<file path="config.mk">
export PLATFORM = sky130hd
export DESIGN_NAME = icache_mem_emul
export DESIGN_NICKNAME = d
export VERILOG_FILES = /design/src/rtl/icache_mem_emul.sv
export SDC_FILE = /design/constraint.sdc
export NUM_CORES = 1
export LEC_CHECK = 0
export ABC_CLOCK_PERIOD_IN_PS = 27700
export BUFFER_PORTS_ARGS = -buffer_cell sky130_fd_sc_hd__buf_2
export CAP_MARGIN = 20
export CORE_ASPECT_RATIO = 0.5
export CORE_MARGIN = 2
export CORE_UTILIZATION = 62
export CTS_CLUSTER_DIAMETER = 50
export DETAILED_ROUTE_END_ITERATION = 7
export GPL_TIMING_DRIVEN = 0
export HOLD_SLACK_MARGIN = 0.05
export PLACE_DENSITY = 0.87
export SKIP_LAST_GASP = 1
export SLEW_MARGIN = 20
export SYNTH_ARGS = -nofsm -noshare
export SYNTH_HDL_FRONTEND = slang
export SYNTH_SLANG_ARGS = --single-unit
export TNS_END_PERCENT = 10
</file>
<file path="constraint.sdc">
create_clock -name clk_i -period 27.7 [get_ports clk_i]
set_input_delay 2.77 -clock clk_i [delete_from_list [all_inputs] [get_ports clk_i]]
set_output_delay 2.77 -clock clk_i [all_outputs]
set_load 0.02 [all_outputs]
</file>
<file path="src/rtl/icache_mem_emul.sv">
// Memory model behind the icache miss path: in-order request FIFO, fixed or random
// response latency, and line data generated from the line address.
module icache_mem_emul #(
    parameter int LINE_WIDTH  = 128,
    parameter int PADDR_WIDTH = 56,
    parameter int TID_WIDTH   = 2,
    parameter int FIFO_DEPTH  = 4,
    parameter int MAX_LAT     = 8
) (
    input  logic                              clk_i,
    input  logic                              rst_ni,
    input  logic                              lat_rand_en_i,
    input  logic [7:0]                        lat_fixed_i,
    input  logic                              mem_req_i,
    output logic                              mem_ack_o,
    input  logic [PADDR_WIDTH-1:0]            mem_paddr_i,
    input  logic                              mem_nc_i,
    input  logic [TID_WIDTH-1:0]              mem_tid_i,
    output logic                              rtrn_vld_o,
    output logic [LINE_WIDTH-1:0]             rtrn_data_o,
    output logic [TID_WIDTH-1:0]              rtrn_tid_o,
    output logic                              rtrn_nc_o,
    output logic [$clog2(FIFO_DEPTH+1)-1:0]   outstanding_o
);
    localparam int NUM_WORDS = LINE_WIDTH / 32;
    localparam int OFF_W     = $clog2(LINE_WIDTH / 8);
    localparam int PTR_W     = $clog2(FIFO_DEPTH);
    localparam int CNT_W     = $clog2(FIFO_DEPTH + 1);
    localparam int LAT_W     = (MAX_LAT > 0) ? $clog2(MAX_LAT + 1) : 1;
    localparam logic [PADDR_WIDTH-1:0] OFF_MASK = PADDR_WIDTH'((1 << OFF_W) - 1);

    if (LINE_WIDTH % 32 != 0) begin : g_bad_line
        $fatal(1, "LINE_WIDTH must be a multiple of 32");
    end
    if (FIFO_DEPTH < 2) begin : g_bad_depth
        $fatal(1, "FIFO_DEPTH must be at least 2");
    end
    if (MAX_LAT < 0) begin : g_bad_lat
        $fatal(1, "MAX_LAT must be non-negative");
    end

    typedef struct packed {
        logic [PADDR_WIDTH-1:0] la;
        logic [TID_WIDTH-1:0]   tid;
        logic                   nc;
    } entry_t;

    typedef enum logic [1:0] {IDLE, WAIT, RESP} state_t;

    entry_t                fifo_q [FIFO_DEPTH];
    entry_t                head;
    logic [PTR_W-1:0]      wr_ptr, rd_ptr;
    logic [CNT_W-1:0]      count;
    logic                  push, pop;
    state_t                state;
    logic [LAT_W-1:0]      lat_cnt, lat_pick;
    logic [15:0]           lfsr;
    logic [LINE_WIDTH-1:0] head_data;

    function automatic logic [PTR_W-1:0] ptr_inc(input logic [PTR_W-1:0] p);
        return (p == PTR_W'(FIFO_DEPTH - 1)) ? '0 : p + PTR_W'(1);
    endfunction

    // Ack looks at the pre-pop count, so a full FIFO blocks even while it drains.
    assign mem_ack_o     = mem_req_i && (count < CNT_W'(FIFO_DEPTH));
    assign push          = mem_req_i && mem_ack_o;
    assign pop           = (state == WAIT) && (lat_cnt == '0);
    assign head          = fifo_q[rd_ptr];
    assign outstanding_o = count;

    for (genvar w = 0; w < NUM_WORDS; w++) begin : g_word
        assign head_data[w*32 +: 32] = 32'(head.la + PADDR_WIDTH'(4 * w));
    end

    always_comb begin
        lat_pick = '0;
        if (lat_rand_en_i)
            lat_pick = LAT_W'(32'(lfsr) % (MAX_LAT + 1));
        else if (32'(lat_fixed_i) > MAX_LAT)
            lat_pick = LAT_W'(MAX_LAT);
        else
            lat_pick = LAT_W'(lat_fixed_i);
    end

    always_ff @(posedge clk_i) begin
        if (push) begin
            fifo_q[wr_ptr].la  <= mem_paddr_i & ~OFF_MASK;
            fifo_q[wr_ptr].tid <= mem_tid_i;
            fifo_q[wr_ptr].nc  <= mem_nc_i;
        end
    end

    always_ff @(posedge clk_i or negedge rst_ni) begin
        if (!rst_ni) begin
            wr_ptr <= '0;
            rd_ptr <= '0;
            count  <= '0;
        end else begin
            if (push) wr_ptr <= ptr_inc(wr_ptr);
            if (pop)  rd_ptr <= ptr_inc(rd_ptr);
            case ({push, pop})
                2'b10:   count <= count + CNT_W'(1);
                2'b01:   count <= count - CNT_W'(1);
                default: count <= count;
            endcase
        end
    end

    // Free-running Galois LFSR feeds the random latency draw.
    always_ff @(posedge clk_i or negedge rst_ni) begin
        if (!rst_ni) lfsr <= 16'hACE1;
        else         lfsr <= {1'b0, lfsr[15:1]} ^ (lfsr[0] ? 16'hB400 : 16'h0000);
    end

    always_ff @(posedge clk_i or negedge rst_ni) begin
        if (!rst_ni) begin
            state       <= IDLE;
            lat_cnt     <= '0;
            rtrn_vld_o  <= 1'b0;
            rtrn_data_o <= '0;
            rtrn_tid_o  <= '0;
            rtrn_nc_o   <= 1'b0;
        end else begin
            case (state)
                IDLE: begin
                    rtrn_vld_o <= 1'b0;
                    if (count != '0) begin
                        lat_cnt <= lat_pick;
                        state   <= WAIT;
                    end
                end
                WAIT: begin
                    if (lat_cnt != '0) begin
                        lat_cnt <= lat_cnt - LAT_W'(1);
                    end else begin
                        rtrn_data_o <= head_data;
                        rtrn_tid_o  <= head.tid;
                        rtrn_nc_o   <= head.nc;
                        rtrn_vld_o  <= 1'b1;
                        state       <= RESP;
                    end
                end
                RESP: begin
                    rtrn_vld_o <= 1'b0;
                    state      <= IDLE;
                end
                default: begin
                    rtrn_vld_o <= 1'b0;
                    state      <= IDLE;
                end
            endcase
        end
    end
endmodule
</file>
==> results.cfg <==
[status]
run_status = complete, no violations

[route]
wl_per_cell_um = 21.0
drc = 0
route.met2.wl_um = 16700
routed_wl_um = 33100
drt_iter0_drc = 922
drt_pass1_iterations = 5
top_layer_used = met4
via_count = 9964
ant_nets = 0
m1WireLength_um = 13300
viasPerCell = 6.32
wl_met3_um = 2310

[global_route]
grt_pass1_wl_um = 52400
grt_overflow_total = 0
antenna_found_initial = 1
grt_usage_pct = 31.4
grt_max_degree = 54
grt_pass1_vias = 9753

[clock_network]
clk_pin_slew_ns = 0.07
insertion_delay_ns = 0.44
cts_root_buf = clkbuf_16
ctsHoldBuffers = 0
cts_sinks = 186
cts_buffers = 17
cts.path.max_buffers = 2
cts_max_level = 4
cts_tree = built
cts_resized = 0
post-cts-setup-buffers = 0

[timing]
slew_viol_final = 0
setup_violations = 0
max_freq_mhz = 82.9
hold_slack_ns = 0.369
period_minus_slack_ns = 12.06
tns_ns = 0
fin_skew_ns = 0.00945
timing.final.ws_setup_ns = 15.64
timing.final.hold_violations = 0
finalCritPeriodShare_pct = 43.5
slew_headroom_pct = 39.6
max_slew.worst_pin.slew_ns = 0.906
rsz0062_at_grt = false

[floorplan]
die_h_um = 104
rows = 36
die_area_um2 = 21000
io_pins = 207
start_util_pct = 63.1
die_w_um = 203
core_area_um2 = 19500

[setup_path]
reg2regPathDepth = 43
reg2reg_from = lfsr[12]
cp-start-kind = register
critical-path-top-delay-family = compound AO/OA/AOI/OAI gates
critPathMaxStageDelay_ns = 0.68
cp.arrival_ns = 12.42
worst-setup-path-type = register to register
reg2reg_slack_ns = 15.64
end_kind = register
cp_max_fo = 10
r2r-end = lat_cnt[1]
slowest_stage = mux2i_1
worstPathBufferInverterCount = 4
required_ns = 28.06

[place]
dp_hpwl_um = 22700
place_congestion = 0.916
post-place-cells = 1543
io_buffers = 166
placed_area_um2 = 13600
place_ws_ns = 15.86

[pwr]
power_density_nw_per_um2 = 83.3
p_sw_uw = 457
p_sw_share_pct = 38.6
total_power_mw = 1.18
combPwrFrac_pct = 44.4
ir_drop_mv = 0.117
power_frac_seq_pct = 34.9
leakage_nw = 5.88
clkPwrFrac_pct = 20.6
p_int_uw = 727

[hold_path]
whs_path_depth = 0
whs_endpoint = lfsr[6]
min_path_type = register to register
min_from = lfsr[7]

[logic_synthesis]
yosys.area.top_type_share_pct = 30.3
ys_ff_latch = 186
synthTopCellsByCount = edfxtp_1, buf_4, nand2_1
synth_area_um2 = 12300
syn-instance-count = 1095
synth-edff-count = 124
synth_top_area_cell = edfxtp_1
synth_seq_area_share_pct = 43.0
yosysUniqueCellTypes = 131
synth_warnings = 0
postSynth.asyncResetShare_pct = 33.3
yosys-top-cells-area = edfxtp_1, dfrtp_1, buf_4
ys.flop_type = edfxtp_1
syn_avg_cell_area_um2 = 11.2
yosysMostFrequentCell = edfxtp_1

[layout]
nets = 1381
fin_area_um2 = 14200
fin_cells = 1576
utilization_pct = 73.0
drive_above_1_share_pct = 37.8
syn_to_final_growth_pct = 15.7

[run]
cap_violations = 0
## cell type report
cell class	count	area, um2
tap	266	333
clock inverter	14	159
clock buffer	18	439
timing repair buffer	171	948
inverter	29	109
multi-input combinational	749	5900
fill	1238	5250
sequential	186	5290
buffer	142	1040
antenna	1	2.50
## flip-flops by register name, summed over array words and instances, names as in the netlist
name           count
rtrn_data_o       29
lfsr              16
outstanding_o      3
rtrn_tid_o         2
state              2
rtrn_vld_o         1
rd_ptr             2
fifo_q           124
lat_cnt            4
wr_ptr             2
rtrn_nc_o          1
## layout by cell type (no fill, tap or decap), types with 10 or more instances in the layout
master / n
buf_2: 171
edfxtp_1: 124
buf_4: 108
nand2_1: 65
nor2_1: 60
dfrtp_1: 54
nor3_1: 42
xnor2_1: 38
a21oi_1: 36
o21ai_0: 35
mux2_2: 32
mux4_2: 31
inv_1: 26
nand3_1: 23
clkbuf_16: 17
xor2_1: 16
and2_1: 13
ha_1: 13
clkbuf_1: 12
o21ai_1: 12
a31oi_1: 12
mux2i_1: 12
conb_1: 12
a211oi_1: 11
or3_1: 10
nor4_1: 10
and3_1: 10
## power groups by stage
stage	sequential (mW)	combinational, mW	clock, mW
global route	0.419	0.553	0.255
finish	0.414	0.526	0.244
global placement	0.407	0.483	0
CTS	0.412	0.526	0.244
detailed placement	0.414	0.513	0
floorplan	0.430	0.335	0
## worst max path at each step
stage,startpoint,to,slack [ns],cells after the start
2_1_floorplan,lfsr[12],lat_cnt[1],17.42,42
3_3_place_gp,lfsr[12],lat_cnt[1],15.98,43
3_5_place_dp,lfsr[12],lat_cnt[3],15.86,43
4_1_cts,lfsr[12],lat_cnt[1],15.79,43
5_1_grt,lfsr[12],lat_cnt[3],14.71,43
6_report,lfsr[12],lat_cnt[1],15.64,43
## layer usage
metal  vias to the layer above  track usage, %
met1                      4910            40.1
li1                       4455               -
met3                        75            4.78
met4                         0            11.1
met5                         -               0
met2                       524            54.6
## cells by family after synthesis
kind of cell               share of synthesized area (%)
adders and majority gates                           2.40
AOI/OAI and AO/OA                                   15.6
other                                             0.0305
buffers and inverters                               9.34
DFF                                                 43.0
and+or+nand+nor                                     15.1
xor gates and xnor gates                            4.34
muxes                                               10.1
Note: power is estimated with default switching activity, not from simulation.
